## src/rtl/riscv_pkg.sv

```systemverilog
// Shared RISC-V decode definitions.
// Holds the immediate-format encoding (also used by the immediate generator), the
// 7-bit major opcode constants, the decoded-entry record carried by decode_stage,
// and the occupancy states of the decode-stage skid buffer.
package riscv_pkg;

  localparam int unsigned Xlen = 32;

  // Immediate format select, consumed by the immediate generator.
  typedef enum logic [2:0] {
    ImmI = 3'b000,
    ImmS = 3'b001,
    ImmB = 3'b010,
    ImmU = 3'b011,
    ImmJ = 3'b100
  } imm_op_e;

  // Major opcodes, instr[6:0].
  localparam logic [6:0] OpcLoad    = 7'b0000011;
  localparam logic [6:0] OpcMiscMem = 7'b0001111;
  localparam logic [6:0] OpcOpImm   = 7'b0010011;
  localparam logic [6:0] OpcAuipc   = 7'b0010111;
  localparam logic [6:0] OpcStore   = 7'b0100011;
  localparam logic [6:0] OpcOp      = 7'b0110011;
  localparam logic [6:0] OpcLui     = 7'b0110111;
  localparam logic [6:0] OpcBranch  = 7'b1100011;
  localparam logic [6:0] OpcJalr    = 7'b1100111;
  localparam logic [6:0] OpcJal     = 7'b1101111;
  localparam logic [6:0] OpcSystem  = 7'b1110011;

  typedef struct packed {
    logic [Xlen-1:0] instr;
    logic [Xlen-1:0] pc;
    imm_op_e         imm_op;
    logic            uses_imm;
    logic [4:0]      rd;
    logic [4:0]      rs1;
    logic [4:0]      rs2;
    logic            illegal;
  } dec_entry_t;

  // Skid-buffer occupancy.
  typedef enum logic [1:0] {
    StEmpty = 2'b00,
    StOne   = 2'b01,
    StTwo   = 2'b10
  } skid_state_e;

endpackage

```

## src/rtl/decode_stage_if.sv

```systemverilog
// Fetch-side and issue-side handshake bundle of decode_stage.
// Fetch side : in_valid, in_ready, in_instr, in_pc.
// Issue side : out_valid, out_ready, out_instr, out_pc, out_imm_op, out_uses_imm,
//              out_rd, out_rs1, out_rs2, out_illegal.
// With DECODE_STALL_CNT_EN defined the bundle also carries stall_cnt.
// modport master: the environment (fetch unit + consumer); modport slave: the stage.
interface decode_stage_if #(
  parameter int unsigned XLEN = 32
);
  logic            in_valid;
  logic            in_ready;
  logic [XLEN-1:0] in_instr;
  logic [XLEN-1:0] in_pc;
  logic            out_valid;
  logic            out_ready;
  logic [XLEN-1:0] out_instr;
  logic [XLEN-1:0] out_pc;
  logic [2:0]      out_imm_op;
  logic            out_uses_imm;
  logic [4:0]      out_rd;
  logic [4:0]      out_rs1;
  logic [4:0]      out_rs2;
  logic            out_illegal;
`ifdef DECODE_STALL_CNT_EN
  logic [31:0]     stall_cnt;
`endif

  modport master (
    output in_valid, in_instr, in_pc, out_ready,
    input  in_ready, out_valid, out_instr, out_pc, out_imm_op, out_uses_imm,
    input  out_rd, out_rs1, out_rs2, out_illegal
`ifdef DECODE_STALL_CNT_EN
    , input stall_cnt
`endif
  );

  modport slave (
    input  in_valid, in_instr, in_pc, out_ready,
    output in_ready, out_valid, out_instr, out_pc, out_imm_op, out_uses_imm,
    output out_rd, out_rs1, out_rs2, out_illegal
`ifdef DECODE_STALL_CNT_EN
    , output stall_cnt
`endif
  );

endinterface

```

## src/rtl/instr_classifier.sv

```systemverilog
// Purely combinational opcode classifier.
// Ports:
//   i_opcode   - instr[6:0]
//   o_imm_op   - immediate format (I/S/B/U/J)
//   o_uses_imm - instruction consumes an immediate
//   o_illegal  - unsupported encoding (unknown opcode or instr[1:0] != 2'b11)
module instr_classifier
  import riscv_pkg::*;
(
  input  logic [6:0] i_opcode,
  output imm_op_e    o_imm_op,
  output logic       o_uses_imm,
  output logic       o_illegal
);

  always_comb begin
    o_imm_op   = ImmI;
    o_uses_imm = 1'b0;
    o_illegal  = 1'b0;
    // Every legal opcode has instr[1:0] == 2'b11, so the full 7-bit compare covers it.
    case (i_opcode)
      OpcLoad, OpcOpImm, OpcJalr, OpcMiscMem, OpcSystem: begin
        o_imm_op   = ImmI;
        o_uses_imm = 1'b1;
      end
      OpcStore: begin
        o_imm_op   = ImmS;
        o_uses_imm = 1'b1;
      end
      OpcBranch: begin
        o_imm_op   = ImmB;
        o_uses_imm = 1'b1;
      end
      OpcLui, OpcAuipc: begin
        o_imm_op   = ImmU;
        o_uses_imm = 1'b1;
      end
      OpcJal: begin
        o_imm_op   = ImmJ;
        o_uses_imm = 1'b1;
      end
      OpcOp: begin
        o_imm_op   = ImmI;
        o_uses_imm = 1'b0;
      end
      default: begin
        o_illegal = 1'b1;
      end
    endcase
  end

endmodule

```

## src/rtl/decode_stage.sv

```systemverilog
// IF->ID decode stage with a 2-entry skid buffer.
// Accepts instructions over a valid/ready handshake, classifies the opcode and presents
// the decoded record one cycle after accept. in_ready depends only on registered state,
// so the stage sustains one instruction per cycle without a combinational ready path.
// Ports:
//   clk    - clock, rising edge
//   rst_n  - asynchronous active-low reset, discards all entries
//   flush  - discard held entries and any simultaneous accept (branch redirect)
//   dif    - decode_stage_if.slave: fetch-side in_* and issue-side out_* signals
// Build option: DECODE_STALL_CNT_EN adds dif.stall_cnt, a saturating count of cycles
// with out_valid=1 and out_ready=0, cleared by reset only.
module decode_stage
  import riscv_pkg::*;
#(
  parameter int unsigned XLEN = 32
) (
  input  logic           clk,
  input  logic           rst_n,
  input  logic           flush,
  decode_stage_if.slave  dif
);

  skid_state_e r_state;
  skid_state_e w_state_next;
  dec_entry_t  r_main;   // drives the outputs
  dec_entry_t  r_skid;   // second-oldest entry
  dec_entry_t  w_dec;

  logic [XLEN-1:0] w_in_instr;
  logic            w_in_ready;
  logic            w_out_valid;
  logic            w_accept;
  logic            w_drain;
  logic            w_load_main;
  logic            w_main_from_skid;
  logic            w_load_skid;
  imm_op_e         w_imm_op;
  logic            w_uses_imm;
  logic            w_illegal;

  assign w_in_instr  = dif.in_instr;
  assign w_in_ready  = (r_state != StTwo);
  assign w_out_valid = (r_state != StEmpty);
  assign w_accept    = dif.in_valid & w_in_ready;
  assign w_drain     = w_out_valid & dif.out_ready;

  instr_classifier u_classifier (
    .i_opcode   (w_in_instr[6:0]),
    .o_imm_op   (w_imm_op),
    .o_uses_imm (w_uses_imm),
    .o_illegal  (w_illegal)
  );

  always_comb begin
    w_dec          = '0;
    w_dec.instr    = w_in_instr;
    w_dec.pc       = dif.in_pc;
    w_dec.imm_op   = w_imm_op;
    w_dec.uses_imm = w_uses_imm;
    w_dec.rd       = w_in_instr[11:7];
    w_dec.rs1      = w_in_instr[19:15];
    w_dec.rs2      = w_in_instr[24:20];
    w_dec.illegal  = w_illegal;
  end

  always_comb begin
    w_state_next     = r_state;
    w_load_main      = 1'b0;
    w_main_from_skid = 1'b0;
    w_load_skid      = 1'b0;
    if (flush) begin
      // Flush beats any simultaneous accept; the offered instruction is dropped.
      w_state_next = StEmpty;
    end else begin
      unique case (r_state)
        StEmpty: begin
          if (w_accept) begin
            w_state_next = StOne;
            w_load_main  = 1'b1;
          end
        end
        StOne: begin
          if (w_accept && w_drain) begin
            w_load_main = 1'b1;
          end else if (w_accept) begin
            w_state_next = StTwo;
            w_load_skid  = 1'b1;
          end else if (w_drain) begin
            w_state_next = StEmpty;
          end
        end
        StTwo: begin
          // in_ready is low here, so only a drain can change occupancy.
          if (w_drain) begin
            w_state_next     = StOne;
            w_main_from_skid = 1'b1;
          end
        end
        default: w_state_next = StEmpty;
      endcase
    end
  end

  always_ff @(posedge clk or negedge rst_n) begin
    if (!rst_n) begin
      r_state <= StEmpty;
      r_main  <= '0;
      r_skid  <= '0;
    end else begin
      r_state <= w_state_next;
      if (w_load_main) begin
        r_main <= w_dec;
      end else if (w_main_from_skid) begin
        r_main <= r_skid;
      end
      if (w_load_skid) begin
        r_skid <= w_dec;
      end
    end
  end

  assign dif.in_ready     = w_in_ready;
  assign dif.out_valid    = w_out_valid;
  assign dif.out_instr    = r_main.instr;
  assign dif.out_pc       = r_main.pc;
  assign dif.out_imm_op   = r_main.imm_op;
  assign dif.out_uses_imm = r_main.uses_imm;
  assign dif.out_rd       = r_main.rd;
  assign dif.out_rs1      = r_main.rs1;
  assign dif.out_rs2      = r_main.rs2;
  assign dif.out_illegal  = r_main.illegal;

`ifdef DECODE_STALL_CNT_EN
  logic [31:0] r_stall_cnt;

  always_ff @(posedge clk or negedge rst_n) begin
    if (!rst_n) begin
      r_stall_cnt <= '0;
    end else if (w_out_valid && !dif.out_ready && (r_stall_cnt != 32'hFFFF_FFFF)) begin
      r_stall_cnt <= r_stall_cnt + 32'd1;
    end
  end

  assign dif.stall_cnt = r_stall_cnt;
`endif

endmodule

```

## src/flat_wrapper.sv

```systemverilog
// flat-port wrapper written by rule: the top's interface ports become plain ports
module decode_stage_flat import riscv_pkg::*;
#(
  parameter int unsigned XLEN = 32
)
  (clk, rst_n, flush, dif_in_valid, dif_in_instr, dif_in_pc, dif_out_ready, dif_in_ready, dif_out_valid, dif_out_instr, dif_out_pc, dif_out_imm_op, dif_out_uses_imm, dif_out_rd, dif_out_rs1, dif_out_rs2, dif_out_illegal);
  decode_stage_if #(.XLEN(XLEN)) dif_i ();
  input  logic clk;
  input  logic rst_n;
  input  logic flush;
  input wire logic [$bits(dif_i.in_valid)-1:0] dif_in_valid;
  input wire logic [$bits(dif_i.in_instr)-1:0] dif_in_instr;
  input wire logic [$bits(dif_i.in_pc)-1:0] dif_in_pc;
  input wire logic [$bits(dif_i.out_ready)-1:0] dif_out_ready;
  output wire logic [$bits(dif_i.in_ready)-1:0] dif_in_ready;
  output wire logic [$bits(dif_i.out_valid)-1:0] dif_out_valid;
  output wire logic [$bits(dif_i.out_instr)-1:0] dif_out_instr;
  output wire logic [$bits(dif_i.out_pc)-1:0] dif_out_pc;
  output wire logic [$bits(dif_i.out_imm_op)-1:0] dif_out_imm_op;
  output wire logic [$bits(dif_i.out_uses_imm)-1:0] dif_out_uses_imm;
  output wire logic [$bits(dif_i.out_rd)-1:0] dif_out_rd;
  output wire logic [$bits(dif_i.out_rs1)-1:0] dif_out_rs1;
  output wire logic [$bits(dif_i.out_rs2)-1:0] dif_out_rs2;
  output wire logic [$bits(dif_i.out_illegal)-1:0] dif_out_illegal;
  assign dif_i.in_valid = dif_in_valid;
  assign dif_i.in_instr = dif_in_instr;
  assign dif_i.in_pc = dif_in_pc;
  assign dif_i.out_ready = dif_out_ready;
  assign dif_in_ready = dif_i.in_ready;
  assign dif_out_valid = dif_i.out_valid;
  assign dif_out_instr = dif_i.out_instr;
  assign dif_out_pc = dif_i.out_pc;
  assign dif_out_imm_op = dif_i.out_imm_op;
  assign dif_out_uses_imm = dif_i.out_uses_imm;
  assign dif_out_rd = dif_i.out_rd;
  assign dif_out_rs1 = dif_i.out_rs1;
  assign dif_out_rs2 = dif_i.out_rs2;
  assign dif_out_illegal = dif_i.out_illegal;
  decode_stage #(.XLEN(XLEN)) u_core (.clk(clk), .rst_n(rst_n), .flush(flush), .dif(dif_i));
endmodule
```

## config.mk

```make
export PLATFORM = sky130hd
export DESIGN_NAME = decode_stage_flat
export DESIGN_NICKNAME = d
export VERILOG_FILES = /design/src/rtl/riscv_pkg.sv /design/src/rtl/decode_stage_if.sv /design/src/rtl/instr_classifier.sv /design/src/rtl/decode_stage.sv /design/src/flat_wrapper.sv
export SDC_FILE = /design/constraint.sdc
export NUM_CORES = 1
export LEC_CHECK = 0
export CAP_MARGIN = 10
export CORE_ASPECT_RATIO = 1.2
export CORE_MARGIN = 2
export CORE_UTILIZATION = 30
export DETAILED_ROUTE_END_ITERATION = 10
export PLACE_DENSITY = 0.64
export SYNTH_ARGS = -nofsm -noshare
export SYNTH_HDL_FRONTEND = slang
export SYNTH_SLANG_ARGS = --single-unit
```

## constraint.sdc

```tcl
create_clock -name clk -period 3.5 [get_ports clk]
set_clock_uncertainty 0.15 [all_clocks]
set_input_delay 0.525 -clock clk [delete_from_list [all_inputs] [get_ports clk]]
set_output_delay 0.525 -clock clk [all_outputs]
set_load 0.005 [all_outputs]
```

==> results of run 1 <==
[per-layer routing]
metal  track usage  share of wire
met3        0.0391          0.054
met5             0        0.00062
met2         0.237           0.49
met1         0.175           0.43
met4        0.0650          0.025
[through the flow]
step | setup slack [ns] | cell area, sq um | std cells | hold WS [ns]
after global placement | 0.845 | 7640 | 894 | 0.308
after detailed placement | 0.806 | 7640 | 894 | 0.311
after CTS | 1.08 | 8170 | 925 | 0.0183
after global routing | 1.01 | 8170 | 925 | 0.0374
final | 1.11 | 8170 | 925 | -0.0138
after floorplan | 1.73 | 5940 | 520 | 0.0794
[synthesized netlist by cell type, types with 2 or more instances]
library cell,instances
nor3_1,8
nor4bb_1,2
nor2b_1,4
nand3b_1,2
inv_1,3
a21oi_1,4
nand2b_1,2
clkbuf_1,5
buf_2,23
buf_4,19
buf_6,2
o22ai_1,7
a31oi_1,10
dfrtp_1,140
mux2_2,65
o21ai_0,4
nor2_1,16
nand2_1,130
a22oi_1,52
nor4_1,2
[sequential cells by signal, indices dropped and copies added (netlist names)]
register and flops:
u_core.dif.out_imm_op 3, u_core.dif.out_rs1 4, u_core.dif.out_rs2 4, u_core.r_state 2
u_core.dif.out_uses_imm 1, u_core.dif.out_rd 4, u_core.dif.out_instr 20, u_core.dif.out_illegal 1
u_core.dif.out_pc 32, u_core.r_skid 69
[worst max-delay path by stage]
stage | slack (ns) | startpoint | endpoint
after detailed placement | 0.81 | flush | u_core.r_skid[51]
after global routing | 1.01 | u_core.r_state[1] | dif_in_ready
after global placement | 0.84 | flush | u_core.r_skid[3]
final | 1.11 | u_core.r_state[1] | dif_out_valid
after floorplan | 1.73 | dif_in_instr[4] | u_core.r_skid[17]
after CTS | 1.08 | u_core.r_state[1] | dif_out_valid
[logic make-up (layout without fill, tap and decap cells)]
kind of cell | Yosys count | after routing | share of synthesized area
buf+inv | 53 | 197 | 0.0531
simple gates | 175 | 175 | 0.126
flops | 140 | 140 | 0.590
compound gates | 86 | 86 | 0.106
mux | 66 | 66 | 0.125
[power by group through the flow]
| stage | registers, mW | logic, mW | clock network, mW |
|---|---|---|---|
| floorplan | 2.16 | 0.428 | 0 |
| global placement | 2.18 | 0.905 | 0 |
| detailed placement | 2.19 | 0.925 | 0 |
| CTS | 2.16 | 0.928 | 1.67 |
| global route | 2.21 | 1.00 | 1.75 |
| finish | 2.16 | 0.910 | 1.62 |
[cell type report]
type,instances,area share
clock buffers,23,0.0561
clock inverters,8,0.00858
inverters,3,0.00138
multi-input cells,327,0.263
flip-flops and latches,140,0.429
well taps,261,0.0400
repair buffers,163,0.202
==> impl_metrics.yaml, run 1 <==
cells_and_area:
  drive_gt1_frac: 0.164
  fillCellCount: 1957
  fin_util: 0.419
  multiInputGateArea_sq_um: 2150
  nNetsFinal: 721
  layout.area.seq_sq_um: 3500
  final_common_cell: "clkdlybuf4s50_1"
  antennaDiodeCount: 0
  syn_to_final_growth_pct: 37.5
  layout_common_cells: "153 x clkdlybuf4s50_1, 140 x dfrtp_1, 130 x nand2_1"
floorplanning:
  ios: 155
  die_h_um: 158
  start_util: 0.305
  core_sq_um: 19500
  die_x_um: 132
  dieArea_sq_um: 20900
  row_count: 56
power:
  p_per_area_nw_per_um2: 575
  p_comb_frac: 0.194
  swShare: 0.246
  share_seq_of_total_power: 0.461
  peakVddDrop_mv: 0.279
  p_leak_nw: 3.62
  power_mw: 4.70
  clkPwrFrac: 0.346
  internal-power_mw: 3.54
  power_switching_mw: 1.15
clocking:
  htreeDepth: 4
  cts_root_buf: "clkbuf_16"
  cts.sinks: 140
  cts_resized: 0
  clk_pin_slew_ns: 0.06
  clock_path_buffers: 2
  cts_tree: "built"
  post_cts_buffers: 0
  cts_hold_buf: 0
  insertion_delay_ns: 0.40
  cts_buffers: 17
logic_synthesis:
  synth_cell_types: 40
  yosys_warnings: 0
  synth_edf_count: 0
  synthFlopType: "dfrtp_1"
  netlist_instances: 520
  yosysSeqAreaShare: 0.590
  ys_async_sr_fraction: 1.00
  netlist.area_leader.share: 0.590
  ys_seq_elements: 140
  syn_area_sq_um: 5940
  synth_top_area_cell: "dfrtp_1"
  avgSynthCellArea_sq_um: 11.4
  synthTopCellsByArea: "dfrtp_1 59%, mux2_2 12%, nand2_1 8.2%"
  syn_nets: 589
drt:
  vias: 4320
  vias_per_cell: 4.67
  antenna_left: 0
  drt_wl_total_mm: 14.4
  drt-pass1-iter-count: 4
  route.detailed.drc: 0
  drtIter0Drc: 211
  post_drt_wl_per_cell_um: 15.6
critical_path:
  cpPeakStageDelay_ns: 0.52
  arrival_ns: 1.72
  crit_buf_inv: 1
  crit_path_cell_trace: "or2_2 > clkdlybuf4s50_1"
  path_delay_family: "buffers and inverters"
  reg2reg_slack_ns: 1.48
  r2r_cells: 4
  critPathSlowestCell: "clkdlybuf4s50_1"
  critPathKind: "register to output port"
  crit_fanout: 7
  end_kind: "output port"
  cp.depth: 2
  required_ns: 2.82
  rr_endpoint: "u_core.r_skid[8]"
  crit_path_start_kind: "register"
  r2r-start: "u_core.r_state[1]"
timing:
  period_share: 0.683
  worstMarginPinSlew_ns: 0.735
  hold_violations: 10
  tns_ns: 0
  relSlewSlack: 0.508
  rsz0062_at_grt: "no"
  finalSetupViolCount: 0
  min_period_ns: 2.39
  clock.fmax_ghz: 0.418
  fin_hold_ws_ns: -0.0138
  drv_slew: 0
place:
  io_buffers: 154
  place_congestion: 0.740
  dp_hpwl_mm: 9.39
global_routing:
  antenna_found_initial: 1
  grt_max_degree: 79
  grt_pass1_wl_mm: 23.6
  grt_pass1_vias: 4457
  grtUsageTotal: 0.143
  overflow: 0
outcome:
  violations: "hold timing"
  status: "finished with violations"
hold_path:
  hp-class: "input pin to async pin"
flow_run:
  cap_violations: 0
(Power assumes the default switching activity.)
==> run 2, diff against run 1 <==
--- a/config.mk
+++ b/config.mk
@@ -10,7 +10,7 @@
 export CORE_MARGIN = 2
 export CORE_UTILIZATION = 30
 export DETAILED_ROUTE_END_ITERATION = 10
-export PLACE_DENSITY = 0.64
+export PLACE_DENSITY = 0.66
 export SYNTH_ARGS = -nofsm -noshare
 export SYNTH_HDL_FRONTEND = slang
 export SYNTH_SLANG_ARGS = --single-unit
==> constraint.sdc (replaced) <==
create_clock -name clk -period 2.1 [get_ports clk]
set_clock_uncertainty 0.15 [all_clocks]
set_input_delay 0.315 -clock clk [delete_from_list [all_inputs] [get_ports clk]]
set_output_delay 0.315 -clock clk [all_outputs]
set_load 0.005 [all_outputs]
==> impl_metrics.yaml, run 2 (same netlist as run 1, synthesis figures left out) <==
outcome:
  status: "finished clean"
floorplanning:
  die_x_um: 132
  row_count: 56
  dieArea_sq_um: 20900
  ios: 155
  core_sq_um: 19500
  start_util: 0.305
  die_h_um: 158
timing:
  drv_slew: 0
  fin_ws_ns: 0.158
  fin_hold_ws_ns: 0.252
  hold_violations: 0
  min_period_ns: 1.94
  finalSetupViolCount: 0
  rsz0062_at_grt: "no"
  tns_ns: 0
  period_share: 0.925
  worstMarginPinSlew_ns: 0.452
  clock.fmax_ghz: 0.515
  relSlewSlack: 0.699
clocking:
  insertion_delay_ns: 0.41
  htreeDepth: 4
  cts_root_buf: "clkbuf_16"
  post_cts_buffers: 0
  cts.sinks: 140
  cts_tree: "built"
  clk_pin_slew_ns: 0.06
  cts_buffers: 17
  clock_path_buffers: 2
global_routing:
  grtUsageTotal: 0.143
  antenna_found_initial: 0
  grt_pass1_vias: 4460
  grt_pass1_wl_mm: 23.4
  grt_max_degree: 54
  overflow: 0
drt:
  drtIter0Drc: 227
  post_drt_wl_per_cell_um: 15.6
  vias_per_cell: 4.65
  antenna_left: 0
  route.detailed.drc: 0
  vias: 4414
  drt_wl_total_mm: 14.8
  drt-pass1-iter-count: 4
power:
  p_per_area_nw_per_um2: 975
  peakVddDrop_mv: 0.482
  p_leak_nw: 3.82
cells_and_area:
  syn_to_final_growth_pct: 43.5
  antennaDiodeCount: 0
  nNetsFinal: 745
  layout_common_cells: "151 x clkdlybuf4s50_1, 138 x dfrtp_1, 130 x nand2_1"
  final_common_cell: "clkdlybuf4s50_1"
  drive_gt1_frac: 0.200
  largest_register_ffs: 69
  finish.cell_count_without_fillers: 950
  largest-register: "u_core.r_skid"
  fillCellCount: 1868
critical_path:
  required_ns: 1.63
  reg2reg_slack_ns: 0.42
  r2r_cells: 6
  r2r-start: "u_core.r_state[1]"
  crit_path_start_kind: "register"
  rr_endpoint: "u_core.dif.out_instr[4]"
  critPathKind: "register to output port"
  end_kind: "output port"
  crit_fanout: 7
  arrival_ns: 1.48
place:
  dp_cells: 917
  pre_cts_ws_ns: -0.0742
  io_buffers: 154
  place_congestion: 0.731
  dp_hpwl_mm: 10.1
hold_path:
  hp-class: "input pin to async pin"
flow_run:
  cap_violations: 0
-- run 2: final cells by class --
cell class,count,area (sq um),area share
Multi-Input combinational cell,327,2150,0.252
Clock buffer,20,447,0.0524
Inverter,3,11.3,0.00132
Clock inverter,12,170,0.0200
Timing Repair Buffer,187,1920,0.225
Sequential cell,140,3510,0.411
Tap cell,261,327,0.0383
-- run 2: worst max-delay path, stage by stage, from the launching register on --
cell and delay [ns]:
dfrtp_2 0.46, or2_2 0.31, dlygate4sd2_1 0.30
-- run 2: power by group --
group          total [mW]  leakage [nW]  internal (mW)  switching, mW
registers            3.59          1.71           3.29          0.305
clock network        3.14         0.304           2.01           1.13
logic                1.58          1.80           1.02          0.565
total                8.31          3.82           6.31           2.00
-- run 2: worst max-delay path by stage --
stage	startpoint	endpoint	slack [ns]	cells past startpoint
2_1_floorplan	u_core.r_state[1]	u_core.r_skid[16]	0.52	4
3_3_place_gp	flush	u_core.dif.out_instr[19]	0.01	7
3_5_place_dp	dif_in_instr[2]	u_core.dif.out_uses_imm	-0.07	6
4_1_cts	u_core.r_state[1]	dif_out_valid	0.13	2
5_1_grt	u_core.r_state[1]	dif_in_ready	0.01	3
6_report	u_core.r_state[1]	dif_out_valid	0.16	2
-- run 2: routing by layer --
metal | up-vias | global-route usage | share of wire
met5 | - | 0 | 0
met4 | 0 | 0.0701 | 0.027
met3 | 21 | 0.0355 | 0.047
met2 | 116 | 0.234 | 0.49
met1 | 2158 | 0.179 | 0.44
li1 | 2119 | - | -
-- run 2: through the flow --
stage / area (sq um) / util / power, mW
final: 8530 / 0.438 / 8.31
after global routing: 8530 / 0.438 / 8.73
after CTS: 8530 / 0.438 / 8.43
after detailed placement: 7900 / 0.406 / 5.24
after global placement: 7900 / 0.406 / 5.19
after floorplan: 5940 / - / 4.31
-- run 2: repair_timing --
item	4_1_cts	5_1_grt
setup endpoints to repair	2	0
hold buffers	1	0
resized for setup	4	0
hold endpoints to repair	43	0
